$ cat src/rtl/geofence_seq_ctrl_if.sv
// Strobe/handshake bundle between the geofence sequencer (master) and its datapath (slave).
// timeout_err is present only when GEOFENCE_TIMEOUT_EN is defined.
interface geofence_seq_ctrl_if;
    logic       load_en;
    logic [2:0] num;
    logic       sort_req;
    logic [2:0] sort_a;
    logic [2:0] sort_b;
    logic       sort_gt;
    logic       swap;
    logic       acc_clr;
    logic       hex_step;
    logic       tri_start;
    logic       tri_done;
    logic       area_cmp_in;
    logic       valid;
    logic       is_inside;
    logic       busy;
`ifdef GEOFENCE_TIMEOUT_EN
    logic       timeout_err;
`endif

    modport master (
        output load_en, num, sort_req, sort_a, sort_b, swap, acc_clr, hex_step,
               tri_start, valid, is_inside, busy,
`ifdef GEOFENCE_TIMEOUT_EN
        output timeout_err,
`endif
        input  sort_gt, tri_done, area_cmp_in
    );

    modport slave (
        input  load_en, num, sort_req, sort_a, sort_b, swap, acc_clr, hex_step,
               tri_start, valid, is_inside, busy,
`ifdef GEOFENCE_TIMEOUT_EN
        input  timeout_err,
`endif
        output sort_gt, tri_done, area_cmp_in
    );
endinterface

$ cat src/rtl/geofence_seq_ctrl.sv
// Geofence master sequencer: load -> bubble sort -> hex area -> Heron triangles -> verdict.
// Define GEOFENCE_TIMEOUT_EN to bound the tri_done wait and add timeout_err.
module geofence_seq_ctrl #(
    parameter int unsigned NPTS    = 6,
    parameter int unsigned TIMEOUT = 255
) (
    input  logic                clk,
    input  logic                reset,
    geofence_seq_ctrl_if.master bus
);
    typedef enum logic [2:0] {
        S_LOAD, S_SORT, S_CLR, S_HEX, S_TRI, S_WAIT, S_DECIDE, S_OUT
    } state_t;

    localparam logic [2:0] LAST = 3'(NPTS - 1);
    localparam logic [2:0] LIM0 = 3'(NPTS - 2);

    if (NPTS < 3 || NPTS > 7 || TIMEOUT < 2) begin : g_bad_cfg
        $error("geofence_seq_ctrl: NPTS must be 3..7 and TIMEOUT >= 2");
    end

    state_t     r_state, w_state_nx;
    logic [2:0] r_num, w_num_nx;
    logic [2:0] r_j, w_j_nx;
    logic [2:0] r_lim, w_lim_nx;
    logic       r_c2, w_c2_nx;
    logic       r_inside, w_inside_nx;

    logic w_load_en, w_sort_req, w_swap, w_acc_clr, w_hex_step;
    logic w_tri_start, w_valid, w_is_inside;

`ifdef GEOFENCE_TIMEOUT_EN
    localparam int unsigned CW = (TIMEOUT > 255) ? $clog2(TIMEOUT + 1) : 8;
    logic [CW-1:0] r_wait, w_wait_nx;
    logic          r_tmo, w_tmo_nx;
    logic          w_timeout_err;
`endif

    always_ff @(posedge clk) begin
        if (reset) begin
            r_state  <= S_LOAD;
            r_num    <= '0;
            r_j      <= 3'd1;
            r_lim    <= LIM0;
            r_c2     <= 1'b0;
            r_inside <= 1'b0;
`ifdef GEOFENCE_TIMEOUT_EN
            r_wait   <= '0;
            r_tmo    <= 1'b0;
`endif
        end else begin
            r_state  <= w_state_nx;
            r_num    <= w_num_nx;
            r_j      <= w_j_nx;
            r_lim    <= w_lim_nx;
            r_c2     <= w_c2_nx;
            r_inside <= w_inside_nx;
`ifdef GEOFENCE_TIMEOUT_EN
            r_wait   <= w_wait_nx;
            r_tmo    <= w_tmo_nx;
`endif
        end
    end

    always_comb begin
        w_state_nx  = r_state;
        w_num_nx    = r_num;
        w_j_nx      = r_j;
        w_lim_nx    = r_lim;
        w_c2_nx     = r_c2;
        w_inside_nx = r_inside;
        w_load_en   = 1'b0;
        w_sort_req  = 1'b0;
        w_swap      = 1'b0;
        w_acc_clr   = 1'b0;
        w_hex_step  = 1'b0;
        w_tri_start = 1'b0;
        w_valid     = 1'b0;
        w_is_inside = 1'b0;
`ifdef GEOFENCE_TIMEOUT_EN
        w_wait_nx     = r_wait;
        w_tmo_nx      = r_tmo;
        w_timeout_err = 1'b0;
`endif
        case (r_state)
            S_LOAD: begin
                w_load_en = 1'b1;
                if (r_num == LAST) begin
                    w_num_nx   = '0;
                    w_j_nx     = 3'd1;
                    w_lim_nx   = LIM0;
                    w_c2_nx    = 1'b0;
                    w_state_nx = S_SORT;
                end else begin
                    w_num_nx = r_num + 3'd1;
                end
            end
            S_SORT: begin
                // r_lim is the last compare index of the current pass; it shrinks by one per pass
                if (!r_c2) begin
                    w_sort_req = 1'b1;
                    w_c2_nx    = 1'b1;
                end else begin
                    w_swap  = bus.sort_gt;
                    w_c2_nx = 1'b0;
                    if (r_j == r_lim) begin
                        w_j_nx = 3'd1;
                        if (r_lim == 3'd1) w_state_nx = S_CLR;
                        else               w_lim_nx   = r_lim - 3'd1;
                    end else begin
                        w_j_nx = r_j + 3'd1;
                    end
                end
            end
            S_CLR: begin
                w_acc_clr  = 1'b1;
                w_num_nx   = '0;
                w_state_nx = S_HEX;
            end
            S_HEX: begin
                w_hex_step = 1'b1;
                if (r_num == LAST) begin
                    w_num_nx   = '0;
                    w_state_nx = S_TRI;
                end else begin
                    w_num_nx = r_num + 3'd1;
                end
            end
            S_TRI: begin
                w_tri_start = 1'b1;
                w_state_nx  = S_WAIT;
`ifdef GEOFENCE_TIMEOUT_EN
                w_wait_nx   = CW'(1);
`endif
            end
            S_WAIT: begin
                if (bus.tri_done) begin
                    if (r_num == LAST) begin
                        w_state_nx = S_DECIDE;
                    end else begin
                        w_num_nx   = r_num + 3'd1;
                        w_state_nx = S_TRI;
                    end
                end
`ifdef GEOFENCE_TIMEOUT_EN
                else if (r_wait == CW'(TIMEOUT - 1)) begin
                    w_state_nx  = S_OUT;
                    w_inside_nx = 1'b0;
                    w_tmo_nx    = 1'b1;
                end else begin
                    w_wait_nx = r_wait + 1'b1;
                end
`endif
            end
            S_DECIDE: begin
                w_inside_nx = ~bus.area_cmp_in;
                w_state_nx  = S_OUT;
            end
            S_OUT: begin
                w_valid     = 1'b1;
                w_is_inside = r_inside;
                w_inside_nx = 1'b0;
                w_num_nx    = '0;
                w_state_nx  = S_LOAD;
`ifdef GEOFENCE_TIMEOUT_EN
                w_timeout_err = r_tmo;
                w_tmo_nx      = 1'b0;
`endif
            end
            default: w_state_nx = S_LOAD;
        endcase
    end

    // Outputs are held quiet while reset is asserted so an aborted set emits no strobes.
    assign bus.load_en   = w_load_en & ~reset;
    assign bus.num       = reset ? '0 : r_num;
    assign bus.sort_req  = w_sort_req & ~reset;
    assign bus.sort_a    = (reset || r_state != S_SORT) ? '0 : r_j;
    assign bus.sort_b    = (reset || r_state != S_SORT) ? '0 : r_j + 3'd1;
    assign bus.swap      = w_swap & ~reset;
    assign bus.acc_clr   = w_acc_clr & ~reset;
    assign bus.hex_step  = w_hex_step & ~reset;
    assign bus.tri_start = w_tri_start & ~reset;
    assign bus.valid     = w_valid & ~reset;
    assign bus.is_inside = w_is_inside & ~reset;
    assign bus.busy      = (r_state != S_LOAD) & ~reset;
`ifdef GEOFENCE_TIMEOUT_EN
    assign bus.timeout_err = w_timeout_err & ~reset;
`endif
endmodule

$ cat src/flat_wrapper.sv
// flat-port wrapper written by rule: the top's interface ports become plain ports
module geofence_seq_ctrl_flat 
#(
    parameter int unsigned NPTS    = 6,
    parameter int unsigned TIMEOUT = 255
)
  (clk, reset, bus_load_en, bus_num, bus_sort_req, bus_sort_a, bus_sort_b, bus_swap, bus_acc_clr, bus_hex_step, bus_tri_start, bus_valid, bus_is_inside, bus_busy, bus_sort_gt, bus_tri_done, bus_area_cmp_in);
  geofence_seq_ctrl_if bus_i ();
  input  logic clk;
  input  logic reset;
  output wire logic [$bits(bus_i.load_en)-1:0] bus_load_en;
  output wire logic [$bits(bus_i.num)-1:0] bus_num;
  output wire logic [$bits(bus_i.sort_req)-1:0] bus_sort_req;
  output wire logic [$bits(bus_i.sort_a)-1:0] bus_sort_a;
  output wire logic [$bits(bus_i.sort_b)-1:0] bus_sort_b;
  output wire logic [$bits(bus_i.swap)-1:0] bus_swap;
  output wire logic [$bits(bus_i.acc_clr)-1:0] bus_acc_clr;
  output wire logic [$bits(bus_i.hex_step)-1:0] bus_hex_step;
  output wire logic [$bits(bus_i.tri_start)-1:0] bus_tri_start;
  output wire logic [$bits(bus_i.valid)-1:0] bus_valid;
  output wire logic [$bits(bus_i.is_inside)-1:0] bus_is_inside;
  output wire logic [$bits(bus_i.busy)-1:0] bus_busy;
  input wire logic [$bits(bus_i.sort_gt)-1:0] bus_sort_gt;
  input wire logic [$bits(bus_i.tri_done)-1:0] bus_tri_done;
  input wire logic [$bits(bus_i.area_cmp_in)-1:0] bus_area_cmp_in;
  assign bus_load_en = bus_i.load_en;
  assign bus_num = bus_i.num;
  assign bus_sort_req = bus_i.sort_req;
  assign bus_sort_a = bus_i.sort_a;
  assign bus_sort_b = bus_i.sort_b;
  assign bus_swap = bus_i.swap;
  assign bus_acc_clr = bus_i.acc_clr;
  assign bus_hex_step = bus_i.hex_step;
  assign bus_tri_start = bus_i.tri_start;
  assign bus_valid = bus_i.valid;
  assign bus_is_inside = bus_i.is_inside;
  assign bus_busy = bus_i.busy;
  assign bus_i.sort_gt = bus_sort_gt;
  assign bus_i.tri_done = bus_tri_done;
  assign bus_i.area_cmp_in = bus_area_cmp_in;
  geofence_seq_ctrl #(.NPTS(NPTS), .TIMEOUT(TIMEOUT)) u_core (.clk(clk), .reset(reset), .bus(bus_i));
endmodule
$ cat config.mk
export PLATFORM = sky130hd
export DESIGN_NAME = geofence_seq_ctrl_flat
export DESIGN_NICKNAME = d
export VERILOG_FILES = /design/src/rtl/geofence_seq_ctrl_if.sv /design/src/rtl/geofence_seq_ctrl.sv /design/src/flat_wrapper.sv
export SDC_FILE = /design/constraint.sdc
export NUM_CORES = 1
export LEC_CHECK = 0
export ABC_CLOCK_PERIOD_IN_PS = 1800
export CAP_MARGIN = 5
export CELL_PAD_IN_SITES_DETAIL_PLACEMENT = 1
export CELL_PAD_IN_SITES_GLOBAL_PLACEMENT = 2
export CORE_UTILIZATION = 27
export CTS_CLUSTER_SIZE = 14
export DETAILED_ROUTE_END_ITERATION = 8
export HOLD_SLACK_MARGIN = 0.15
export PLACE_DENSITY = 0.89
export SLEW_MARGIN = 20
export SYNTH_ARGS = -nofsm -noshare
export SYNTH_HDL_FRONTEND = slang
export SYNTH_SLANG_ARGS = --single-unit
$ cat constraint.sdc
create_clock -name clk -period 1.8 [get_ports clk]
set_input_delay 0.45 -clock clk [delete_from_list [all_inputs] [get_ports clk]]
set_output_delay 0.45 -clock clk [all_outputs]
set_load 0.05 [all_outputs]
==> metrics.yaml <==
status:
  status: "finished with violations"
  failed_checks: "negative setup slack"
timing:
  min_period_over_period_pct: 109
  max_freq_mhz: 510
  fin_setup_tns_ns: -1.02
  finClkSkew_ns: 0.00312
  tightest_slew_ns: 0.448
  hold_viol_final: 0
  rsz0062_at_grt: "yes"
  setup_slack_ns: -0.161
  max_slew_margin_pct: 70.0
  setup_viol: 8
  layout_min_cycle_time_ns: 1.96
  slew_violations: 0
floorplanning:
  ioPinCount: 23
  fp.coreArea_um2: 3440
  dieArea_um2: 3960
  dieWidth_um: 62.9
  initial_utilization_pct: 29.1
  die_h_um: 62.9
  fp-row-count: 21
global_routing:
  grt_overflow: 0
  grt_pass1_vias: 1208
  grt_max_degree: 17
  antenna_found_initial: 0
  grt_pass1_wl_mm: 5.53
  gr-usage-all-layers_pct: 17.8
finish:
  finalNonFillerCells: 221
  fill_cells: 404
  synthToLayoutAreaGrowth_pct: 77.9
  fin_nets: 187
  antenna_cells: 0
  drive_gt1_share_pct: 41.1
power:
  p_leak_nw: 0.659
  p_per_area_nw_per_um2: 717
  p_switching_mw: 0.500
  pwr-share-comb_pct: 47.7
  peakVddDrop_uv: 279
  p_clk_share_pct: 21.6
  internal-power_mw: 0.779
  switching_share_pct: 39.1
  power_frac_seq_pct: 30.7
  power.total_mw: 1.28
place:
  hpwl_mm: 2.39
  dp_cells: 211
  io_buffers: 22
  gp_congestion: 0.858
route:
  drc: 0
  dr_wl_met3_um: 79
  drt-total-wl_mm: 3.46
  drt-initial-drc-count: 47
  highest_layer: "met4"
  wire_per_inst_um: 15.7
  ant_nets: 0
  vias_per_cell: 5.20
  wl_met2_mm: 1.83
  num_vias: 1150
  dr.pass1.iters: 4
  wirelength_met1_mm: 1.47
logic_synthesis:
  ys_ff_latch: 14
  synth_edf_count: 0
  postSynthAreaPerCell_um2: 7.37
  synth_flop_cell: "dfxtp_1"
  yosys-top-cells-area: "dfxtp_1 (28%), ha_1 (6.2%), nor2_1 (5.6%)"
  synth_cells: 136
  synthTopCellsByCount: "nor2_1 (15), dfxtp_1 (14), nand2_1 (13), a21oi_1 (8)"
  ys_warn_count: 0
  netlist.area_leader.share_pct: 28.0
  yosysSeqAreaShare_pct: 28.0
  synth_cell_types: 37
  synth_area_um2: 1000
  async_reset_ff_share_pct: 0
  synth_nets: 146
  synth_most_common_cell: "nor2_1"
  netlist.top_cell.by_area: "dfxtp_1"
clocking:
  clock-sinks: 14
  path_clk_slew_ns: 0.06
  ctsLongestPathBuffers: 2
  clkLatencyLatePin_ns: 0.26
  cts_tree: "done"
  cts-htree-levels: 1
  cts_buffers: 3
  cts-root-buf: "clkbuf_8"
hold_path:
  hold_path_class: "register to register"
  hp-start: "u_core.r_inside$_SDFFE_PP0P_"
  whs_path_depth: 2
  min_to: "u_core.r_inside$_SDFFE_PP0P_"
critical_path:
  cp-end-kind: "output port"
  crit_slowest_cell: "or3_4"
  reg2reg_depth: 4
  crit_path_cell_trace: "or2_1 > or3_4 > nor2_4 > buf_12"
  worstPathRequired_ns: 1.35
  rr_startpoint: "u_core.r_j[1]$_SDFFE_PP0P_"
  slowest_delay_ns: 0.41
  crit_fanout: 4
  critPathBufInv: 1
  worstSetupPathType: "register to output port"
  timing.rr.end: "u_core.r_state[1]$_SDFFE_PP0P_"
  critPathArrivalTime_ns: 1.51
  r2r_slack_ns: 0.07
  cp_top_family: "simple AND/OR/NAND/NOR gates"
  crit_path_start_kind: "register"
  cp_num_cells: 4
job:
  drv_cap: 0
## layer usage
metal  vias up  global-route usage (%)
met1       558                    20.2
li1        564                       -
met2        21                    31.9
met4         0                    9.30
met3         7                    2.55
met5         -                       0
## worst min-delay path: stages (launching register included)
cell     delay [ns]
dfxtp_1        0.33
a21oi_1        0.06
nor2_1         0.07
## through the flow
stage               setup slack, ns  area, um2  hold slack (ns)  util (%)
floorplan                    -0.430       1050            0.448         -
global placement             -0.410       1580            0.462      46.0
detailed placement           -0.525       1580            0.488      46.0
CTS                          -0.175       1710            0.504      49.7
global route                 -0.217       1780            0.531      51.8
finish                       -0.161       1780            0.494      51.8
## worst max path at each step
| stage | slack, ns | endpoint | from |
|---|---|---|---|
| 4_1_cts | -0.17 | bus_sort_b[0] | u_core.r_state[2]$_SDFFE_PP0P_ |
| 2_1_floorplan | -0.43 | bus_sort_a[1] | u_core.r_state[2]$_SDFFE_PP0P_ |
| 3_3_place_gp | -0.41 | bus_swap | reset |
| 5_1_grt | -0.22 | bus_swap | u_core.r_state[2]$_SDFFE_PP0P_ |
| 3_5_place_dp | -0.53 | bus_swap | reset |
| 6_report | -0.16 | bus_sort_b[0] | u_core.r_state[2]$_SDFFE_PP0P_ |
## power by group through the flow
stage	sequential [mW]	clock (mW)	combinational [mW]
global placement	0.387	0	0.519
global route	0.396	0.300	0.653
floorplan	0.376	0	0.317
detailed placement	0.388	0	0.537
CTS	0.386	0.290	0.570
finish	0.392	0.277	0.610
## sequential cells by signal, summed over array words and instances (netlist names)
name	count
u_core.r_c2	1
u_core.r_inside	1
u_core.r_j	3
u_core.r_lim	3
u_core.r_num	3
u_core.r_state	3
## cells in the final DEF, fill, tap and decap left out, drive strengths merged, types with 4 or more instances in the layout
cell type	Yosys	final
o211ai	4	4
nor2b	6	6
xnor2	4	4
nor3	6	6
o21ai	6	6
or4	4	4
nor2	15	15
nand2	13	13
buf	2	41
inv	6	6
and2	5	5
ha	5	5
dfxtp	14	14
a21oi	8	8
a31oi	5	5
## repair_timing
| action | CTS | global route |
|---|---|---|
| endpoints found under the setup margin | 18 | 17 |
| gates resized for setup | 23 | 13 |
| setup buffers | 2 | 7 |
| hold buffers | 0 | 0 |
| pin swaps | 3 | 4 |
## cell families after synthesis
logic type               Yosys count  share of synthesized area (%)
adder cells (fa/ha/maj)            5                           6.24
flip-flops                        14                           28.0
AO/OA/AOI/OAI                     32                           20.6
buffers and inverters             14                           6.24
XOR/XNOR                           4                           3.50
AND/OR/NAND/NOR                   67                           35.5
## cell type report
class | instances | area (um2) | share of cell area (%)
Sequential cell | 14 | 288 | 16.1
Timing Repair Buffer | 44 | 579 | 32.5
Multi-Input combinational cell | 108 | 795 | 44.6
Tap cell | 46 | 57.6 | 3.23
Inverter | 6 | 22.5 | 1.26
Clock buffer | 3 | 41.3 | 2.32
(Power assumes the default switching activity.)
